==> src/rtl/div4_seq_ctrl.sv <==
// div4_seq_ctrl: sequential 4-bit unsigned restoring divider controller.
// Produces one quotient bit per clock using a subtract-mode AddSub4 datapath
// (a + ~b + 1, cout=1 means no borrow). Four iterations per operation.
// Optional feature macro: DIV_ZERO_CHK_EN. When it is defined, a divide by
// zero finishes in one cycle with err=1. When it is undefined, err is held at 0.
module div4_seq_ctrl (
  input  logic       clk,
  input  logic       rst,
  input  logic       start,
  input  logic [3:0] dividend,
  input  logic [3:0] divisor,
  output logic       busy,
  output logic       done,
  output logic [3:0] q,
  output logic [3:0] r,
  output logic       err
);

  typedef enum logic [0:0] {StIdle, StRun} state_e;

  state_e     state_q, state_d;
  logic [3:0] rem_q, rem_d;
  logic [3:0] quo_q, quo_d;
  logic [3:0] dreg_q, dreg_d;
  logic [1:0] cnt_q, cnt_d;
  logic       busy_d, done_d, err_d;
  logic [3:0] q_d, r_d;

  // AddSub4 hookup in subtract mode: a={R[2:0],Q[3]}, b=Dreg, sel=1
  logic [3:0] sub_a, sub_b, sub_s;
  logic       sub_sel, sub_cout;
  logic       ge;
  logic [3:0] rem_next, quo_next;

  assign sub_a   = {rem_q[2:0], quo_q[3]};
  assign sub_b   = dreg_q;
  assign sub_sel = 1'b1;
  assign {sub_cout, sub_s} = {1'b0, sub_a} + {1'b0, sub_b ^ {4{sub_sel}}} + {4'b0, sub_sel};

  // R[3] set means the 5-bit shifted remainder is >= 16, so it always exceeds D
  assign ge       = rem_q[3] | sub_cout;
  assign rem_next = ge ? sub_s : sub_a;
  assign quo_next = {quo_q[2:0], ge};

  // State and registered outputs
  always_ff @(posedge clk or posedge rst) begin
    if (rst) begin
      state_q <= StIdle;
      rem_q   <= 4'h0;
      quo_q   <= 4'h0;
      dreg_q  <= 4'h0;
      cnt_q   <= 2'd0;
      busy    <= 1'b0;
      done    <= 1'b0;
      err     <= 1'b0;
      q       <= 4'h0;
      r       <= 4'h0;
    end else begin
      state_q <= state_d;
      rem_q   <= rem_d;
      quo_q   <= quo_d;
      dreg_q  <= dreg_d;
      cnt_q   <= cnt_d;
      busy    <= busy_d;
      done    <= done_d;
      err     <= err_d;
      q       <= q_d;
      r       <= r_d;
    end
  end

  // Next-state: accept in idle, iterate in run, publish result on last step
  always_comb begin
    state_d = state_q;
    rem_d   = rem_q;
    quo_d   = quo_q;
    dreg_d  = dreg_q;
    cnt_d   = cnt_q;
    busy_d  = busy;
    done_d  = 1'b0;
`ifdef DIV_ZERO_CHK_EN
    err_d   = err;
`else
    err_d   = 1'b0;
`endif
    q_d     = q;
    r_d     = r;

    unique case (state_q)
      StIdle: begin
        if (start) begin
`ifdef DIV_ZERO_CHK_EN
          if (divisor == 4'h0) begin
            done_d = 1'b1;
            err_d  = 1'b1;
            q_d    = 4'hF;
            r_d    = dividend;
          end else begin
            dreg_d  = divisor;
            quo_d   = dividend;
            rem_d   = 4'h0;
            cnt_d   = 2'd0;
            busy_d  = 1'b1;
            state_d = StRun;
          end
`else
          dreg_d  = divisor;
          quo_d   = dividend;
          rem_d   = 4'h0;
          cnt_d   = 2'd0;
          busy_d  = 1'b1;
          state_d = StRun;
`endif
        end
      end
      StRun: begin
        rem_d = rem_next;
        quo_d = quo_next;
        cnt_d = cnt_q + 2'd1;
        if (cnt_q == 2'd3) begin
          q_d     = quo_next;
          r_d     = rem_next;
          done_d  = 1'b1;
          busy_d  = 1'b0;
          err_d   = 1'b0;
          state_d = StIdle;
        end
      end
      default: state_d = StIdle;
    endcase
  end

endmodule

==> config.mk <==
export PLATFORM = sky130hd
export DESIGN_NAME = div4_seq_ctrl
export DESIGN_NICKNAME = d
export VERILOG_FILES = /design/src/rtl/div4_seq_ctrl.sv
export SDC_FILE = /design/constraint.sdc
export NUM_CORES = 1
export LEC_CHECK = 0
export CAP_MARGIN = 25
export CORE_MARGIN = 4
export CORE_UTILIZATION = 60
export CTS_CLUSTER_DIAMETER = 150
export DETAILED_ROUTE_END_ITERATION = 10
export DONT_BUFFER_PORTS = 1
export GPL_ROUTABILITY_DRIVEN = 0
export PLACE_DENSITY = 0.76
export SLEW_MARGIN = 20
export SYNTH_ARGS = -nofsm -noshare
export SYNTH_HDL_FRONTEND = slang
export SYNTH_SLANG_ARGS = --single-unit
==> constraint.sdc <==
create_clock -name clk -period 2.5 [get_ports clk]
set_clock_uncertainty 0.1 [all_clocks]
set_input_delay 0.5 -clock clk [delete_from_list [all_inputs] [get_ports clk]]
set_output_delay 0.5 -clock clk [all_outputs]
set_load 0.005 [all_outputs]
==> flow_summary.json <==
{
  "rr_startpoint": "quo_q[3]",
  "fin_crit_sh": 0.812,
  "hold_violations": 0,
  "yosysUniqueCellTypes": 29,
  "grt_overflow": 0,
  "reg2reg_depth": 7,
  "leakagePower_nw": 0.583,
  "ys_async_sr_fraction": 1.00,
  "pin_count": 22,
  "htree_levels": 1,
  "rr_endpoint": "r[1]",
  "clockPowerShare": 0.095,
  "final_nets": 129,
  "maxCapViolations": 0,
  "status": "finished, final reports clean",
  "final-setup-viol-count": 0,
  "start_util": 0.658,
  "route.detailed.wl_per_inst_um": 14.1,
  "clkTransAtPathRegs_ps": 130,
  "cp-start-kind": "flip-flop",
  "synth_simple_gate_area_share": 0.112,
  "synth_ff_type": "dfrtp_1",
  "antenna_found_initial": 0,
  "worstMarginPinSlew_ps": 581,
  "cts_tree": "done",
  "viasPerCell": 5.57,
  "clock_latency_ps": 300,
  "post-route-min-period_ps": 2030,
  "synth_top_family_by_area": "compound AO/OA/AOI/OAI gates",
  "cts.sink_count": 25,
  "finalSetupTns_ps": 0,
  "power.share.sequential": 0.437,
  "p_sw_frac": 0.406,
  "syn_area_um2": 1170,
  "yosys.area.top_type": "dfrtp_1",
  "clockBufferDepth": 2,
  "die_h_um": 52.2,
  "fillCellCount": 133,
  "crit_required_ps": 2590,
  "synthTopCellsByArea": "dfrtp_1 53%, mux2_2 5.8%, ha_1 5.3%, o21ai_0 4.7%, nand2_1 3.8%",
  "p_int_mw": 1.07,
  "max_freq_ghz": 0.492,
  "final_max_slew_viol_count": 0,
  "synthAdderAreaFrac": 0.0704,
  "clockRootBuffer": "clkbuf_4",
  "grt_pass1_wl_mm": 3.48,
  "ant_nets": 0,
  "portBuffers": 0,
  "rsz0062_at_grt": "false",
  "drt-total-wl_mm": 1.92,
  "hold_buffers": 0,
  "grt_use_total": 0.170,
  "power.density_nw_per_um2": 1480,
  "p_comb_frac": 0.468,
  "synth_compound_area_frac": 0.124,
  "synth-xor-area-share": 0.0149,
  "grt_pass1_vias": 789,
  "syn-instance-count": 110,
  "crit_fanout": 8,
  "power.switching_mw": 0.729,
  "rows": 15,
  "reg2reg_slack_ps": 470,
  "post-cts-setup-buffer-count": 0,
  "via_count": 757,
  "hold_path_class": "in2async",
  "vdd.ir_drop.worst_mv": 0.924,
  "die-width_um": 52.2,
  "cts_resized": 0,
  "area_growth_pct": 3.74,
  "yosysSeqAreaShare": 0.534,
  "max_slew_margin": 0.613,
  "grt_max_degree": 26,
  "crit_path_end_kind": "flip-flop",
  "synth_edf_count": 0,
  "die_area_um2": 2730,
  "cp.arrival_ps": 2130,
  "hold_ws_ps": 8.09,
  "diodes": 0,
  "yosysWarnings": 0,
  "drive_gt1_frac": 0.135,
  "drt_iter0_markers": 6,
  "synth.area.mux_share": 0.0918,
  "synth_area_per_cell_um2": 10.7,
  "synth_nets": 127,
  "critical_path_class": "reg2reg",
  "drc": 0,
  "ys_seq_elements": 25,
  "core-area_um2": 1780,
  "dpl.hpwl_mm": 1.48,
  "synth_top_area_frac": 0.534,
  "firstDrtPassIters": 4,
  "cts_buffers": 3
}
==> cells by family (layout without fill, tap and decap cells) <==
| group | count (synthesis) | after routing |
|---|---|---|
| adders and majority gates | 6 | 6 |
| and+or+nand+nor | 29 | 29 |
| other | 1 | 1 |
| buffers and inverters | 14 | 15 |
| DFF | 25 | 25 |
| xor gates and xnor gates | 2 | 2 |
| AOI/OAI and AO/OA | 23 | 23 |
| muxes | 10 | 10 |
==> cell usage in the layout (no fill, tap or decap), drive strengths merged <==
master / count
inv: 10
fa: 1
a21oi: 4
nor2: 10
nor3: 1
a22o: 1
mux2: 6
nand3: 2
nand2: 13
dfrtp: 25
conb: 1
o21ai: 11
xor2: 2
o22ai: 1
a31oi: 3
a21o: 2
nand2b: 1
mux2i: 4
buf: 1
ha: 5
and3: 1
clkbuf: 4
nand3b: 1
a211oi: 1
==> worst max-delay path, cell delays in order, from the launching register on <==
cell	delay [ps]
dfrtp_1	390
inv_1	50
ha_1	210
fa_1	400
nand3b_1	270
nand2_4	140
a21oi_1	90
mux2_2	270
==> Yosys cell counts (all sizes together) (2+ instances only) <==
cell type and number:
mux2i 4, a31oi 3, ha 5, dfrtp 25
buf 3, o21ai 11, nor2 10, mux2 6
nand2 13, xor2 2, a21o 2, nand3 2
a21oi 4, inv 10
==> sequential cells by signal, indices dropped and copies added (netlist names) <==
| name | count |
|---|---|
| busy | 1 |
| cnt_q | 2 |
| done | 1 |
| dreg_q | 4 |
| q | 4 |
| quo_q | 4 |
| r | 4 |
| rem_q | 4 |
| state_q | 1 |
==> power groups by stage <==
stage	Clock, mW	Sequential (mW)	Combinational (mW)
finish	0.171	0.785	0.840
global route	0.199	0.821	0.965
CTS	0.178	0.789	0.846
detailed placement	0	0.799	0.845
global placement	0	0.792	0.800
floorplan	0	0.728	0.737
==> metrics by stage <==
stage / util / power (mW) / instances / setup WS, ps / area, µm²
finish: 0.682 / 1.80 / 136 / 469 / 1220
global route: 0.682 / 1.99 / 136 / 311 / 1220
CTS: 0.682 / 1.81 / 136 / 477 / 1220
detailed placement: 0.667 / 1.64 / 132 / 501 / 1190
global placement: 0.667 / 1.59 / 132 / 578 / 1190
floorplan: - / 1.46 / 110 / 633 / 1170
==> cell type report <==
type                            count  area, µm²  share of cell area
Multi-Input combinational cell     71        488               0.401
Timing Repair Buffer                1       7.51             0.00617
Tap cell                           25       31.3              0.0257
Clock buffer                        4       26.3              0.0216
Sequential cell                    25        626               0.514
Inverter                           10       37.5              0.0309
==> worst max-delay path by stage <==
stage                  start    to  slack [ps]
finish              quo_q[3]  r[1]         470
global placement    quo_q[3]  r[0]         580
floorplan           quo_q[3]  r[0]         630
detailed placement  quo_q[3]  r[1]         500
CTS                 quo_q[3]  r[1]         480
global route        quo_q[3]  r[1]         310
==> layer usage <==
layer  vias up  global-route usage  wire length, µm
met5         -                   0                0
li1        364                   -                -
met3         2              0.0484              125
met4         0              0.0511               14
met2        21               0.276              920
met1       370               0.222              863
(Power assumes the default switching activity.)
